--- config.mk ---
export PLATFORM = sky130hd
export DESIGN_NAME = terminal_bank_flat
export DESIGN_NICKNAME = d
export VERILOG_FILES = /design/src/rtl/sat_engine_pkg.sv /design/src/rtl/terminal_bank_if.sv /design/src/rtl/conflict_select.sv /design/src/rtl/terminal_bank.sv /design/src/flat_wrapper.sv
export SDC_FILE = /design/constraint.sdc
export NUM_CORES = 1
export LEC_CHECK = 0
export CORE_MARGIN = 10
export CORE_UTILIZATION = 35
export DETAILED_ROUTE_END_ITERATION = 16
export PLACE_DENSITY = 0.74
export SKIP_LAST_GASP = 1
export SYNTH_ARGS = -nofsm -noshare
export SYNTH_HDL_FRONTEND = slang
export SYNTH_SLANG_ARGS = --single-unit
--- constraint.sdc ---
create_clock -name clk -period 30.1 [get_ports clk]
set_clock_uncertainty 0.15 [all_clocks]
set_input_delay 6.02 -clock clk [delete_from_list [all_inputs] [get_ports clk]]
set_output_delay 6.02 -clock clk [all_outputs]
set_load 0.03 [all_outputs]
--- src/rtl/sat_engine_pkg.sv ---
// Shared SAT-engine definitions.
// FSM encoding and counter width helpers.
package sat_engine_pkg;

  localparam logic [1:0] ST_IDLE = 2'd0;
  localparam logic [1:0] ST_RUN  = 2'd1;
  localparam logic [1:0] ST_HOLD = 2'd2;

  // Bits needed to count 0..n set flags.
  function automatic int cnt_w(input int n);
    return (n < 1) ? 1 : $clog2(n + 1);
  endfunction

  // Bits needed to index n channels, at least one.
  function automatic int cid_w(input int n);
    return (n > 1) ? $clog2(n) : 1;
  endfunction

endpackage

--- src/rtl/terminal_bank_if.sv ---
// Clause-channel bus between the terminal bank
// and its producer/consumer.
interface terminal_bank_if
  import sat_engine_pkg::*;
#(
  parameter int NUM_C       = 8,
  parameter int WIDTH_LVL   = 16,
  parameter int WIDTH_C_LEN = 4,
  parameter int WIDTH_CID   = cid_w(NUM_C)
);

  localparam int CW = cnt_w(NUM_C);

  logic                         start_i;
  logic                         stop_i;
  logic                         apply_analyze_i;
  logic [NUM_C-1:0]             csat_i;
  logic [2*NUM_C-1:0]           freelitcnt_i;
  logic [WIDTH_C_LEN*NUM_C-1:0] clause_len_i;
  logic [NUM_C-1:0]             conflict_c_i;
  logic [NUM_C-1:0]             all_lit_false_i;
  logic [WIDTH_LVL*NUM_C-1:0]   cmax_lvl_i;
  logic                         conflict_ack_i;

  logic [NUM_C-1:0]             csat_drv_o;
  logic [NUM_C-1:0]             imp_drv_o;
  logic [NUM_C-1:0]             conflict_c_drv_o;
  logic [CW-1:0]                imp_cnt_o;
  logic                         all_sat_o;
  logic                         conflict_valid_o;
  logic [WIDTH_CID-1:0]         conflict_cid_o;
  logic [WIDTH_LVL-1:0]         conflict_lvl_o;
  logic [1:0]                   state_o;

  modport master (
    output start_i, stop_i, apply_analyze_i,
    output csat_i, freelitcnt_i, clause_len_i,
    output conflict_c_i, all_lit_false_i,
    output cmax_lvl_i, conflict_ack_i,
    input  csat_drv_o, imp_drv_o,
    input  conflict_c_drv_o, imp_cnt_o,
    input  all_sat_o, conflict_valid_o,
    input  conflict_cid_o, conflict_lvl_o,
    input  state_o
  );

  modport slave (
    input  start_i, stop_i, apply_analyze_i,
    input  csat_i, freelitcnt_i, clause_len_i,
    input  conflict_c_i, all_lit_false_i,
    input  cmax_lvl_i, conflict_ack_i,
    output csat_drv_o, imp_drv_o,
    output conflict_c_drv_o, imp_cnt_o,
    output all_sat_o, conflict_valid_o,
    output conflict_cid_o, conflict_lvl_o,
    output state_o
  );

endinterface

--- src/rtl/conflict_select.sv ---
// Lowest conflicting channel and the highest
// decision level among conflicting channels.
module conflict_select #(
  parameter int NUM_C     = 8,
  parameter int WIDTH_LVL = 16,
  parameter int WIDTH_CID = (NUM_C > 1) ? $clog2(NUM_C) : 1
) (
  input  logic [NUM_C-1:0]           conf,
  input  logic [WIDTH_LVL*NUM_C-1:0] lvl,
  output logic                       conf_any,
  output logic [WIDTH_CID-1:0]       cid,
  output logic [WIDTH_LVL-1:0]       lvl_max
);

  // Scan high-to-low so the lowest hit wins.
  always_comb begin
    conf_any = |conf;
    cid      = '0;
    for (int k = NUM_C - 1; k >= 0; k--) begin
      if (conf[k]) cid = WIDTH_CID'(k);
    end
  end

  // Running maximum over conflicting channels only.
  always_comb begin
    lvl_max = '0;
    for (int k = 0; k < NUM_C; k++) begin
      if (conf[k] &&
          lvl[k*WIDTH_LVL +: WIDTH_LVL] > lvl_max)
        lvl_max = lvl[k*WIDTH_LVL +: WIDTH_LVL];
    end
  end

endmodule

--- src/rtl/terminal_bank.sv ---
// Per-clause status registers, implication count
// and single-entry conflict latch with FSM.
module terminal_bank
  import sat_engine_pkg::*;
#(
  parameter int NUM_C       = 8,
  parameter int WIDTH_LVL   = 16,
  parameter int WIDTH_C_LEN = 4,
  parameter int WIDTH_CID   = cid_w(NUM_C)
) (
  input logic             clk,
  input logic             rst,
  terminal_bank_if.slave  bus
);

  localparam int CW = cnt_w(NUM_C);

  logic [1:0]           state;
  logic [1:0]           state_nxt;
  logic [NUM_C-1:0]     act;
  logic [NUM_C-1:0]     conf_w;
  logic [NUM_C-1:0]     imp_w;
  logic [CW-1:0]        imp_sum;
  logic                 sat_w;
  logic                 sel_any;
  logic [WIDTH_CID-1:0] sel_cid;
  logic [WIDTH_LVL-1:0] sel_lvl;

  logic [NUM_C-1:0]     csat_q;
  logic [NUM_C-1:0]     imp_q;
  logic [NUM_C-1:0]     conf_q;
  logic [CW-1:0]        cnt_q;
  logic                 sat_q;
  logic                 vld_q;
  logic [WIDTH_CID-1:0] cid_q;
  logic [WIDTH_LVL-1:0] lvl_q;

  // Per-channel activity, conflict and unit flags.
  always_comb begin
    act    = '0;
    conf_w = '0;
    imp_w  = '0;
    for (int k = 0; k < NUM_C; k++) begin
      act[k] = |bus.clause_len_i[k*WIDTH_C_LEN +: WIDTH_C_LEN];
      conf_w[k] = act[k] &
        (bus.conflict_c_i[k] |
         (bus.all_lit_false_i[k] & ~bus.apply_analyze_i));
      imp_w[k] = act[k] &
        (bus.freelitcnt_i[2*k +: 2] == 2'b01) &
        ~bus.csat_i[k] & ~conf_w[k];
    end
  end

  // Implication popcount and all-active-satisfied.
  always_comb begin
    imp_sum = '0;
    sat_w   = 1'b1;
    for (int k = 0; k < NUM_C; k++) begin
      imp_sum = imp_sum + CW'(imp_w[k]);
      if (act[k] && !bus.csat_i[k]) sat_w = 1'b0;
    end
  end

  conflict_select #(
    .NUM_C     (NUM_C),
    .WIDTH_LVL (WIDTH_LVL),
    .WIDTH_CID (WIDTH_CID)
  ) u_sel (
    .conf     (conf_w),
    .lvl      (bus.cmax_lvl_i),
    .conf_any (sel_any),
    .cid      (sel_cid),
    .lvl_max  (sel_lvl)
  );

  // Next state; stop beats every other transition.
  always_comb begin
    state_nxt = state;
    if (bus.stop_i) begin
      state_nxt = ST_IDLE;
    end else begin
      unique case (1'b1)
        state == ST_IDLE:
          if (bus.start_i) state_nxt = ST_RUN;
        state == ST_RUN:
          if (sel_any) state_nxt = ST_HOLD;
        state == ST_HOLD:
          if (bus.conflict_ack_i) state_nxt = ST_RUN;
        default:
          state_nxt = ST_IDLE;
      endcase
    end
  end

  // State register.
  always_ff @(posedge clk) begin
    if (!rst) state <= ST_IDLE;
    else      state <= state_nxt;
  end

  // Status registers track inputs unless idling.
  always_ff @(posedge clk) begin
    if (!rst || state_nxt == ST_IDLE) begin
      csat_q <= '0;
      imp_q  <= '0;
      conf_q <= '0;
      cnt_q  <= '0;
      sat_q  <= 1'b0;
    end else begin
      csat_q <= bus.csat_i;
      imp_q  <= imp_w;
      conf_q <= conf_w;
      cnt_q  <= imp_sum;
      sat_q  <= sat_w;
    end
  end

  // Conflict latch: capture on entering HOLD only.
  always_ff @(posedge clk) begin
    if (!rst) begin
      vld_q <= 1'b0;
      cid_q <= '0;
      lvl_q <= '0;
    end else if (bus.stop_i) begin
      vld_q <= 1'b0;
    end else if (state == ST_RUN && sel_any) begin
      vld_q <= 1'b1;
      cid_q <= sel_cid;
      lvl_q <= sel_lvl;
    end else if (state == ST_HOLD &&
                 bus.conflict_ack_i) begin
      vld_q <= 1'b0;
    end
  end

  assign bus.csat_drv_o       = csat_q;
  assign bus.imp_drv_o        = imp_q;
  assign bus.conflict_c_drv_o = conf_q;
  assign bus.imp_cnt_o        = cnt_q;
  assign bus.all_sat_o        = sat_q;
  assign bus.conflict_valid_o = vld_q;
  assign bus.conflict_cid_o   = cid_q;
  assign bus.conflict_lvl_o   = lvl_q;
  assign bus.state_o          = state;

endmodule
--- src/flat_wrapper.sv ---
// flat-port wrapper written by rule: the top's interface ports become plain ports
module terminal_bank_flat import sat_engine_pkg::*;
#(
  parameter int NUM_C       = 8,
  parameter int WIDTH_LVL   = 16,
  parameter int WIDTH_C_LEN = 4,
  parameter int WIDTH_CID   = cid_w(NUM_C)
)
  (clk, rst, bus_start_i, bus_stop_i, bus_apply_analyze_i, bus_csat_i, bus_freelitcnt_i, bus_clause_len_i, bus_conflict_c_i, bus_all_lit_false_i, bus_cmax_lvl_i, bus_conflict_ack_i, bus_csat_drv_o, bus_imp_drv_o, bus_conflict_c_drv_o, bus_imp_cnt_o, bus_all_sat_o, bus_conflict_valid_o, bus_conflict_cid_o, bus_conflict_lvl_o, bus_state_o);
  terminal_bank_if #(.NUM_C(NUM_C), .WIDTH_LVL(WIDTH_LVL), .WIDTH_C_LEN(WIDTH_C_LEN), .WIDTH_CID(WIDTH_CID)) bus_i ();
  input logic clk;
  input logic rst;
  input wire logic [$bits(bus_i.start_i)-1:0] bus_start_i;
  input wire logic [$bits(bus_i.stop_i)-1:0] bus_stop_i;
  input wire logic [$bits(bus_i.apply_analyze_i)-1:0] bus_apply_analyze_i;
  input wire logic [$bits(bus_i.csat_i)-1:0] bus_csat_i;
  input wire logic [$bits(bus_i.freelitcnt_i)-1:0] bus_freelitcnt_i;
  input wire logic [$bits(bus_i.clause_len_i)-1:0] bus_clause_len_i;
  input wire logic [$bits(bus_i.conflict_c_i)-1:0] bus_conflict_c_i;
  input wire logic [$bits(bus_i.all_lit_false_i)-1:0] bus_all_lit_false_i;
  input wire logic [$bits(bus_i.cmax_lvl_i)-1:0] bus_cmax_lvl_i;
  input wire logic [$bits(bus_i.conflict_ack_i)-1:0] bus_conflict_ack_i;
  output wire logic [$bits(bus_i.csat_drv_o)-1:0] bus_csat_drv_o;
  output wire logic [$bits(bus_i.imp_drv_o)-1:0] bus_imp_drv_o;
  output wire logic [$bits(bus_i.conflict_c_drv_o)-1:0] bus_conflict_c_drv_o;
  output wire logic [$bits(bus_i.imp_cnt_o)-1:0] bus_imp_cnt_o;
  output wire logic [$bits(bus_i.all_sat_o)-1:0] bus_all_sat_o;
  output wire logic [$bits(bus_i.conflict_valid_o)-1:0] bus_conflict_valid_o;
  output wire logic [$bits(bus_i.conflict_cid_o)-1:0] bus_conflict_cid_o;
  output wire logic [$bits(bus_i.conflict_lvl_o)-1:0] bus_conflict_lvl_o;
  output wire logic [$bits(bus_i.state_o)-1:0] bus_state_o;
  assign bus_i.start_i = bus_start_i;
  assign bus_i.stop_i = bus_stop_i;
  assign bus_i.apply_analyze_i = bus_apply_analyze_i;
  assign bus_i.csat_i = bus_csat_i;
  assign bus_i.freelitcnt_i = bus_freelitcnt_i;
  assign bus_i.clause_len_i = bus_clause_len_i;
  assign bus_i.conflict_c_i = bus_conflict_c_i;
  assign bus_i.all_lit_false_i = bus_all_lit_false_i;
  assign bus_i.cmax_lvl_i = bus_cmax_lvl_i;
  assign bus_i.conflict_ack_i = bus_conflict_ack_i;
  assign bus_csat_drv_o = bus_i.csat_drv_o;
  assign bus_imp_drv_o = bus_i.imp_drv_o;
  assign bus_conflict_c_drv_o = bus_i.conflict_c_drv_o;
  assign bus_imp_cnt_o = bus_i.imp_cnt_o;
  assign bus_all_sat_o = bus_i.all_sat_o;
  assign bus_conflict_valid_o = bus_i.conflict_valid_o;
  assign bus_conflict_cid_o = bus_i.conflict_cid_o;
  assign bus_conflict_lvl_o = bus_i.conflict_lvl_o;
  assign bus_state_o = bus_i.state_o;
  terminal_bank #(.NUM_C(NUM_C), .WIDTH_LVL(WIDTH_LVL), .WIDTH_C_LEN(WIDTH_C_LEN), .WIDTH_CID(WIDTH_CID)) u_core (.clk(clk), .rst(rst), .bus(bus_i));
endmodule
Word-level counts from Yosys, hierarchy flattened
Cells that the tools add are included.
{ "word_totals": {"reg_bits": 51, "latch_bits": 0, "ram_bits": 0, "rom_bits": 0, "input_bits": 206, "output_inout_bits": 51, "elab_cells": 168, "memories": 0} }
{ "op_classes": {"add_sub_neg": 7, "mul": 0, "div": 0, "n_lt_le_gt_ge": 8, "eq_ne": 10, "n_shift": 0, "muxes": 24, "bitwise": 67, "n_reduce_logical": 43} }
{ "ops": {"columns": ["cell", "n"], "rows": [
  ["16-bit 2-to-1 mux", 8],
  ["16-bit greater-than comparator", 7],
  ["1-bit bitwise AND", 40],
  ["4-bit OR reduction", 8],
  ["4-bit by 1-bit adder with 4-bit output", 6],
  ["3-bit 2-to-1 mux", 8],
  ["1-bit NOT", 19],
  ["2-bit by 1-bit == test with 1-bit output (second input constant)", 9],
  ["1-bit logical AND", 18],
  ["16-bit by 1-bit greater-than comparator with 1-bit output (second input constant)", 1],
  ["8-bit OR reduction", 2],
  ["1-bit zero test", 9],
  ["2-bit 2-to-1 mux", 4],
  ["1-bit OR", 8],
  ["2-bit one-hot mux with 3 select lines", 1],
  ["2-bit zero test", 2],
  ["1-bit 2-to-1 mux", 3],
  ["1-bit by 1-bit adder with 2-bit output", 1],
  ["2-bit == test (second input constant)", 1],
  ["2-bit AND reduction", 1],
  ["2-bit nonzero test", 1],
  ["2-bit OR reduction", 1],
  ["1-bit logical OR", 1]
]} }

Depth between registers and ports, before layout
Gate-level depths: netlist of the first run.
{ "logic_depth": {"word_depth": 27, "ltp_mapped": 104, "depth_no_buf": 97} }

By module
Synthesis of the first run repeated with hierarchy kept, for this count alone.
{ "hier_totals": {"cells_unflattened": 873, "area_unflattened_um2": 6705.2} }
{ "modules_own_cells": {"columns": ["module", "n_inst", "cells_each", "area_per_inst_um2"], "rows": [
  ["conflict_select", 1, 632, 4554.4],
  ["terminal_bank", 1, 241, 2150.8]
]} }

Worst setup path before layout of the first run
OpenSTA, ideal clock, no wires.
{ "synth_timing": {"kind": "input-to-reg", "start": "in bus_clause_len_i[0]", "end": "reg u_core.lvl_q[11], in the netlist u_core.bus.conflict_lvl_o[11]", "t_arrival_ns": 23.060, "required_time_ns": 29.804, "path_slack_ns": 6.744, "path_stages": 97, "path_buffers": 12, "cell_sequence": "nor4_1 o21bai_1 nor2_1 clkbuf_1 nand2_1 ha_1 nand4_1 nor4_2 o21ai_2 a31oi_2 clkbuf_1 nand2_1 o21ai_0 inv_1 ha_1 nand4_1 nor3_1 nand2_1 (+61 left out) ha_1 o21ai_0 nand2b_1 a21oi_1 nor2b_1 o21ai_0 nand2b_1 a21oi_1 nor2b_1 o21ai_0 a21boi_0 o21ai_0 inv_1 o21ai_1 and2_1 clkbuf_1 clkbuf_1 a221oi_1"} }
{ "synth_via": {"elab_chain_cells": 25} }
{ "synth_rtl": {"columns": ["element", "line", "text"], "rows": [
  ["from (decl)", "flat_wrapper.sv:18", "input wire logic [$bits(bus_i.clause_len_i)-1:0] bus_clause_len_i;"],
  ["4-bit OR reduction *", "terminal_bank.sv:44", "act[k] = |bus.clause_len_i[k*WIDTH_C_LEN +: WIDTH_C_LEN];"],
  ["1-bit bitwise AND *", "terminal_bank.sv:45", "conf_w[k] = act[k] &"],
  ["1-bit logical AND", "conflict_select.sv:28", "if (conf[k] &&"],
  ["16-bit 2-to-1 mux", "conflict_select.sv:28", null],
  ["16-bit greater-than comparator", "conflict_select.sv:29", "lvl[k*WIDTH_LVL +: WIDTH_LVL] > lvl_max)"],
  ["1-bit logical AND", "conflict_select.sv:28", null],
  ["16-bit 2-to-1 mux", "conflict_select.sv:28", null],
  ["16-bit greater-than comparator", "conflict_select.sv:29", null],
  ["(+9 left out)", null, null],
  ["1-bit logical AND", "conflict_select.sv:28", null],
  ["16-bit 2-to-1 mux", "conflict_select.sv:28", null],
  ["16-bit greater-than comparator", "conflict_select.sv:29", null],
  ["1-bit logical AND", "conflict_select.sv:28", null],
  ["16-bit 2-to-1 mux", "conflict_select.sv:28", null],
  ["16-bit greater-than comparator", "conflict_select.sv:29", null],
  ["1-bit logical AND", "conflict_select.sv:28", null],
  ["16-bit 2-to-1 mux", "conflict_select.sv:28", null],
  ["to (signal assigned)", "terminal_bank.sv:129", "lvl_q <= sel_lvl;"],
  ["to (decl)", "terminal_bank.sv:36", "logic [WIDTH_LVL-1:0] lvl_q;"]
]} }
Every way passes the cells marked *; elsewhere a longest branch is shown, timed or not.
A chain may end at the register's enable or synchronous reset.

Worst setup path after layout of the first run
{ "layout_timing": {"start": "in bus_apply_analyze_i", "end": "reg u_core.lvl_q[11], in the netlist u_core.bus.conflict_lvl_o[11]"} }
{ "layout_via": {"elab_chain_cells": 27} }
{ "layout_rtl": {"columns": ["element", "line", "text"], "rows": [
  ["from (decl)", "flat_wrapper.sv:15", "input wire logic [$bits(bus_i.apply_analyze_i)-1:0] bus_apply_analyze_i;"],
  ["1-bit NOT *", "terminal_bank.sv:47", "(bus.all_lit_false_i[k] & ~bus.apply_analyze_i));"],
  ["1-bit bitwise AND", "terminal_bank.sv:47", null],
  ["1-bit OR", "terminal_bank.sv:46", "(bus.conflict_c_i[k] |"],
  ["1-bit bitwise AND", "terminal_bank.sv:45", null],
  ["1-bit logical AND", "conflict_select.sv:28", null],
  ["16-bit 2-to-1 mux", "conflict_select.sv:28", null],
  ["16-bit greater-than comparator", "conflict_select.sv:29", null],
  ["1-bit logical AND", "conflict_select.sv:28", null],
  ["(+11 left out)", null, null],
  ["1-bit logical AND", "conflict_select.sv:28", null],
  ["16-bit 2-to-1 mux", "conflict_select.sv:28", null],
  ["16-bit greater-than comparator", "conflict_select.sv:29", null],
  ["1-bit logical AND", "conflict_select.sv:28", null],
  ["16-bit 2-to-1 mux", "conflict_select.sv:28", null],
  ["16-bit greater-than comparator", "conflict_select.sv:29", null],
  ["1-bit logical AND", "conflict_select.sv:28", null],
  ["16-bit 2-to-1 mux", "conflict_select.sv:28", null]
]} }
Marks and branches as above.

==> results of run 1 <==
==> critical path, delay by kind of cell <==
kind / cells / cell delay, ns
AO/OA/AOI/OAI: 43 / 8.37
multiplexers: 4 / 1.57
adder cells (fa/ha/maj): 7 / 2.04
buffers and inverters: 7 / 1.13
AND/OR/NAND/NOR: 34 / 7.00
==> per-layer routing <==
metal	track usage	vias up	wire length, um
li1	-	3574	-
met1	0.231	3189	10600
met2	0.319	230	11400
met3	0.0486	15	1960
met4	0.0200	0	185
met5	0	-	0
==> cells in the mapped netlist, drive strengths merged, types with 2 or more instances <==
cell / number
o2111a: 2
nand2: 72
o2111ai: 5
a22oi: 3
and4b: 5
or4: 3
and4: 8
a31oi: 3
a21boi: 5
or2: 6
clkbuf: 19
nand3b: 3
nor2b: 35
o221ai: 2
a311oi: 2
nor4: 13
nor3b: 4
nand4: 19
a211o: 2
buf: 7
dfxtp: 51
o21bai: 2
o211a: 2
o221a: 2
o21a: 2
o21ai: 70
nor3: 11
a221oi: 16
a211oi: 2
inv: 97
nand3: 10
a21o: 14
o211ai: 4
nand2b: 18
ha: 106
mux2: 46
nand4b: 4
fa: 4
a21oi: 58
and2: 11
mux2i: 16
and3: 3
nor2: 79
==> worst max-delay path by stage <==
stage                                    from                            end  slack [ns]  depth (start not counted)
after floorplan           bus_clause_len_i[0]  u_core.bus.conflict_lvl_o[11]        6.74                         97
after global placement    bus_apply_analyze_i   u_core.bus.conflict_lvl_o[7]        4.33                         95
after detailed placement  bus_apply_analyze_i   u_core.bus.conflict_lvl_o[8]        3.74                         95
after CTS                 bus_apply_analyze_i  u_core.bus.conflict_lvl_o[11]        4.00                         95
after global routing      bus_apply_analyze_i  u_core.bus.conflict_lvl_o[11]        1.89                         95
final                     bus_apply_analyze_i  u_core.bus.conflict_lvl_o[11]        3.87                         95
==> area by class of cell <==
cell class	count	area share
clock buffer	5	0.0130
timing repair buffer	263	0.273
tap	234	0.0305
clock inverter	2	0.00391
multi-input combinational	686	0.535
sequential	51	0.106
inverter	97	0.0380
==> cells in the final DEF, fill, tap and decap left out, types with 3 or more instances in the layout <==
cell and n:
ha_1 106, clkbuf_16 5, dfxtp_1 51, o21ai_0 68
nand4_1 19, nor3_2 3, nor2b_1 35, nor3_1 8
a22oi_1 3, nor3b_1 4, nor4_1 12, buf_4 7
and4b_1 5, and4_1 8, nand2b_1 18, mux2_2 42
a21o_1 14, o211ai_1 4, and3_1 3, mux2_4 4
a21oi_1 58, fa_1 4, nand4b_1 4, nor2_1 78
inv_1 97, a21boi_0 4, and2_1 11, clkdlybuf4s50_1 256
or2_2 4, mux2i_1 16, nand3b_1 3, a221oi_2 9
o2111ai_1 5, nand3_1 9, nand2_1 71, a221oi_1 7
or4_1 3
==> cells by family after synthesis <==
logic type,Yosys count,share of synthesized area
compound gates,205,0.211
xor+xnor,2,0.00264
fa+ha+maj,110,0.212
buf+inv,123,0.0734
flops,51,0.154
mux,62,0.105
simple gates,307,0.243
==> registers in the layout (all words and copies together) (netlist names) <==
signal	count
u_core.bus.all_sat_o	1
u_core.bus.conflict_c_drv_o	8
u_core.bus.conflict_cid_o	3
u_core.bus.conflict_lvl_o	16
u_core.bus.conflict_valid_o	1
u_core.bus.csat_drv_o	8
u_core.bus.imp_cnt_o	4
u_core.bus.imp_drv_o	8
u_core.bus.state_o	2
==> power groups by stage <==
stage,clock [uW],combinational [uW],sequential [uW]
floorplan,0,203,76.1
global placement,0,293,72.0
detailed placement,0,298,72.0
CTS,66.5,300,70.4
global route,69.3,336,70.6
finish,64.9,300,70.4
==> stage by stage <==
stage	power [uW]	hold WS [ns]
2_1_floorplan	279	0.438
3_3_place_gp	365	0.314
3_5_place_dp	370	0.327
4_1_cts	437	0.341
5_1_grt	476	0.380
6_report	435	0.340
==> results.json, run 1 <==
{
  "fin_crit_sh": 0.872,
  "io_pins": 257,
  "drive_gt1_frac": 0.0806,
  "synth_top_area_share": 0.200,
  "first_iter_violations": 290,
  "clkLatencyLatePin_ns": 0.29,
  "crit_path_start_kind": "primary input",
  "rsz0062_at_grt": "no",
  "synth-seq-cells": 51,
  "grt_overflow": 0,
  "antenna_cells": 0,
  "hp-class": "flip-flop to flip-flop",
  "netlist_area_mm2": 0.00663,
  "synth_top_cell_by_area": "ha_1",
  "worstPathRequired_ns": 30.09,
  "postCtsHoldBufs": 0,
  "status": "complete, no violations",
  "syn2layout_area_growth_pct": 44.6,
  "route.detailed.drc": 0,
  "globalplace.congestion": 0.894,
  "grt_pass1_vias": 7063,
  "numCtsBuffers": 5,
  "worstReg2RegEnd": "u_core.bus.conflict_lvl_o[11]",
  "dp_cells": 1331,
  "die_width_um": 158,
  "ys_top_cells_by_area": "ha_1 (20%), dfxtp_1 (15%), mux2_2 (7.1%)",
  "timing.fmax_ghz": 0.0381,
  "pwr-share-seq": 0.162,
  "fin_nets": 1420,
  "power_frac_clock": 0.149,
  "clock-sinks": 51,
  "htreeDepth": 2,
  "setup_tns_ns": 0,
  "ff_latch_area_mm2": 0.00102,
  "slowest_stage": "a31oi_2",
  "place_ws_ns": 3.74,
  "dp_hpwl_um": 21000,
  "syn_area_per_cell_um2": 7.71,
  "async_flop_share": 0,
  "p_leak_uw": 0.00423,
  "drtAntennaViolNets": 0,
  "min-delay-start": "u_core.bus.conflict_cid_o[0]",
  "r2r_cells": 5,
  "worstMarginPinSlew_ns": 1.02,
  "coreArea_mm2": 0.0187,
  "maxSlewViolCount": 0,
  "worstSetupPathType": "primary input to flip-flop",
  "timing.slew.headroom": 0.318,
  "synth_edf_count": 0,
  "cts_root_buf": "clkbuf_16",
  "syn-num-nets": 1176,
  "multi_input_area_mm2": 0.00513,
  "p_int_uw": 247,
  "switching_share": 0.432,
  "cts_buffer_depth": 2,
  "synthFlopType": "dfxtp_1",
  "clkTransAtPathRegs_ns": 0.07,
  "setup_ws_ns": 3.87,
  "grtUsageTotal": 0.185,
  "rows": 50,
  "grt_pass1_wl_um": 37200,
  "vias": 7008,
  "initial_core_util": 0.355,
  "power_density_mw_per_mm2": 45.4,
  "arrival_ns": 26.22,
  "numPortBuffers": 256,
  "min_period_ns": 26.23,
  "synth-seq-area-share": 0.154,
  "worstReg2RegStart": "u_core.bus.state_o[1]",
  "drt_wl_total_um": 24100,
  "grt_max_degree": 38,
  "whs_endpoint": "u_core.bus.conflict_cid_o[0]",
  "postCtsSetupBuffers": 0,
  "post-route-util": 0.513,
  "synth_warnings": 0,
  "combPwrFrac": 0.689,
  "ff2ff_setup_slack_ns": 28.20,
  "peakVddDrop_mv": 0.0336,
  "wl_per_cell_um": 18.0,
  "cts_resized": 0,
  "dr.pass1.iters": 4,
  "setup_viol": 0,
  "min_delay_path_depth": 2,
  "cpMostUsedCell": "o21ai_0",
  "syn_inst": 860,
  "nFillCells": 1773,
  "end_kind": "flip-flop",
  "placed_cell_area_mm2": 0.00943,
  "final_area_mm2": 0.00959,
  "hold_viol_final": 0,
  "vias_per_cell": 5.24,
  "die-height_um": 158,
  "path_max_fanout": 29,
  "dieArea_mm2": 0.0249,
  "synth_cell_types": 73,
  "cts_tree": "built",
  "antenna_found_initial": 0,
  "drv_cap": 0,
  "max_stage_delay_ns": 0.85,
  "p_switching_uw": 188,
  "final_cells": 1338
}
Power figures use the tool's default switching activity.
==> run 2, diff against run 1 <==
--- a/config.mk
+++ b/config.mk
@@ -5,7 +5,6 @@
 export SDC_FILE = /design/constraint.sdc
 export NUM_CORES = 1
 export LEC_CHECK = 0
-export CORE_MARGIN = 10
 export CORE_UTILIZATION = 35
 export DETAILED_ROUTE_END_ITERATION = 16
 export PLACE_DENSITY = 0.74
==> results.json, run 2 (synthesis gave the netlist of run 1 again) <==
{
  "cts_root_buf": "clkbuf_16",
  "clkLatencyLatePin_ns": 0.30,
  "ff2ff_setup_slack_ns": 27.88,
  "whs_ns": 0.326,
  "min-delay-start": "u_core.bus.conflict_valid_o",
  "max_stage_delay_ns": 0.89,
  "coreArea_mm2": 0.0183,
  "end_kind": "flip-flop",
  "die-height_um": 140,
  "grtUsageTotal": 0.220,
  "numCtsBuffers": 5,
  "route.detailed.drc": 0,
  "drive_gt1_frac": 0.0798,
  "io_pins": 257,
  "postCtsHoldBufs": 0,
  "timing.slew.headroom": 0.213,
  "whs_endpoint": "u_core.bus.conflict_valid_o",
  "hold_viol_final": 0,
  "grt_max_degree": 38,
  "drt_wl_total_um": 22100,
  "worstReg2RegEnd": "u_core.bus.csat_drv_o[0]",
  "numPortBuffers": 256,
  "postCtsSetupBuffers": 0,
  "worstSetupPathType": "primary input to flip-flop",
  "rsz0062_at_grt": "no",
  "initial_core_util": 0.363,
  "min_period_ns": 26.32,
  "fin_crit_sh": 0.874,
  "clock-sinks": 51,
  "cts_tree": "built",
  "grt_pass1_vias": 6596,
  "path_max_fanout": 29,
  "peakVddDrop_mv": 0.0262,
  "setup_tns_ns": 0,
  "drtAntennaViolNets": 0,
  "worstReg2RegStart": "u_core.bus.state_o[1]",
  "timing.fmax_ghz": 0.0380,
  "clkTransAtPathRegs_ns": 0.08,
  "min_delay_path_depth": 2,
  "p_leak_uw": 0.00422,
  "dieArea_mm2": 0.0195,
  "worstPathRequired_ns": 30.10,
  "rows": 49,
  "final_common_cell": "clkdlybuf4s50_1",
  "syn2layout_area_growth_pct": 44.1,
  "status": "complete, no violations",
  "grt_pass1_wl_um": 34200,
  "grt_overflow": 0,
  "largest_reg_flops": 16,
  "vias_per_cell": 5.23,
  "cts_resized": 0,
  "r2r_cells": 7,
  "fin_nets": 1418,
  "dr.pass1.iters": 4,
  "final_cell_mix": "clkdlybuf4s50_1 (256), ha_1 (106), inv_1 (97), nor2_1 (78), nand2_1 (71)",
  "dp_hpwl_um": 18900,
  "crit_path_start_kind": "primary input",
  "hp-class": "flip-flop to flip-flop",
  "first_iter_violations": 315,
  "slowest_stage": "a31oi_2",
  "wl_per_cell_um": 16.6,
  "drv_cap": 0,
  "antenna_cells": 0,
  "arrival_ns": 26.32,
  "maxSlewViolCount": 0,
  "globalplace.congestion": 0.933,
  "vias": 6962,
  "die_width_um": 140,
  "worstMarginPinSlew_ns": 1.18,
  "power_density_mw_per_mm2": 44.7,
  "cts_buffer_depth": 2,
  "setup_viol": 0,
  "antenna_found_initial": 1,
  "htreeDepth": 2
}
run 2: cell count changes in the layout (fill, tap and decap cells not counted), sizes merged:
| cell | before | now |
|---|---|---|
| buf | 7 | 5 |
| clkinv | 0 | 2 |
| clkinvlp | 1 | 0 |
| inv | 97 | 98 |
| bufinv | 1 | 0 |
run 2: worst max-delay path, delay by kind of cell:
family	cells	cell delay (ns)
simple gates	36	7.70
mux	4	1.54
fa+ha+maj	7	2.05
buf+inv	7	1.17
compound gates	41	7.78
run 2: report_power, final:
part,switching [uW],total [uW],internal (uW),leakage (uW)
logic,158,297,138,0.00373
registers,0.865,70.4,69.5,0.000414
clock network,28.3,60.0,31.8,0.0000759
run 2: cell type report:
class	count	area [um2]
clock inverters	3	28.8
fillers	1757	8710
flip-flops and latches	51	1020
well taps	229	287
inverters	97	364
multi-input cells	686	5130
repair buffers	261	2600
clock buffers	5	125
run 2: layer usage:
layer | routed length (um) | up-vias | share of wire | track usage
li1 | - | 3565 | - | -
met1 | 9790 | 3160 | 0.44 | 0.275
met2 | 10700 | 223 | 0.49 | 0.405
met3 | 1480 | 12 | 0.067 | 0.0396
met4 | 91 | 2 | 0.0041 | 0.0185
met5 | 13 | - | 0.00059 | 0
run 2: worst max path at each step:
stage	startpoint	end	slack, ns
after floorplan	bus_clause_len_i[0]	u_core.bus.conflict_lvl_o[11]	6.74
after global placement	bus_apply_analyze_i	u_core.bus.conflict_lvl_o[7]	4.25
after detailed placement	bus_apply_analyze_i	u_core.bus.conflict_lvl_o[11]	3.69
after CTS	bus_apply_analyze_i	u_core.bus.conflict_lvl_o[11]	3.97
after global routing	bus_apply_analyze_i	u_core.bus.conflict_lvl_o[12]	1.78
final	bus_apply_analyze_i	u_core.bus.conflict_lvl_o[11]	3.78
run 2: stage by stage:
step	cell area, um2	power [uW]	instances	util	setup slack, ns
after floorplan	6630	279	860	-	6.74
after global placement	9400	363	1324	0.515	4.25
after detailed placement	9400	366	1324	0.515	3.69
after CTS	9560	428	1332	0.523	3.97
after global routing	9560	468	1332	0.523	1.78
final	9560	427	1332	0.523	3.78
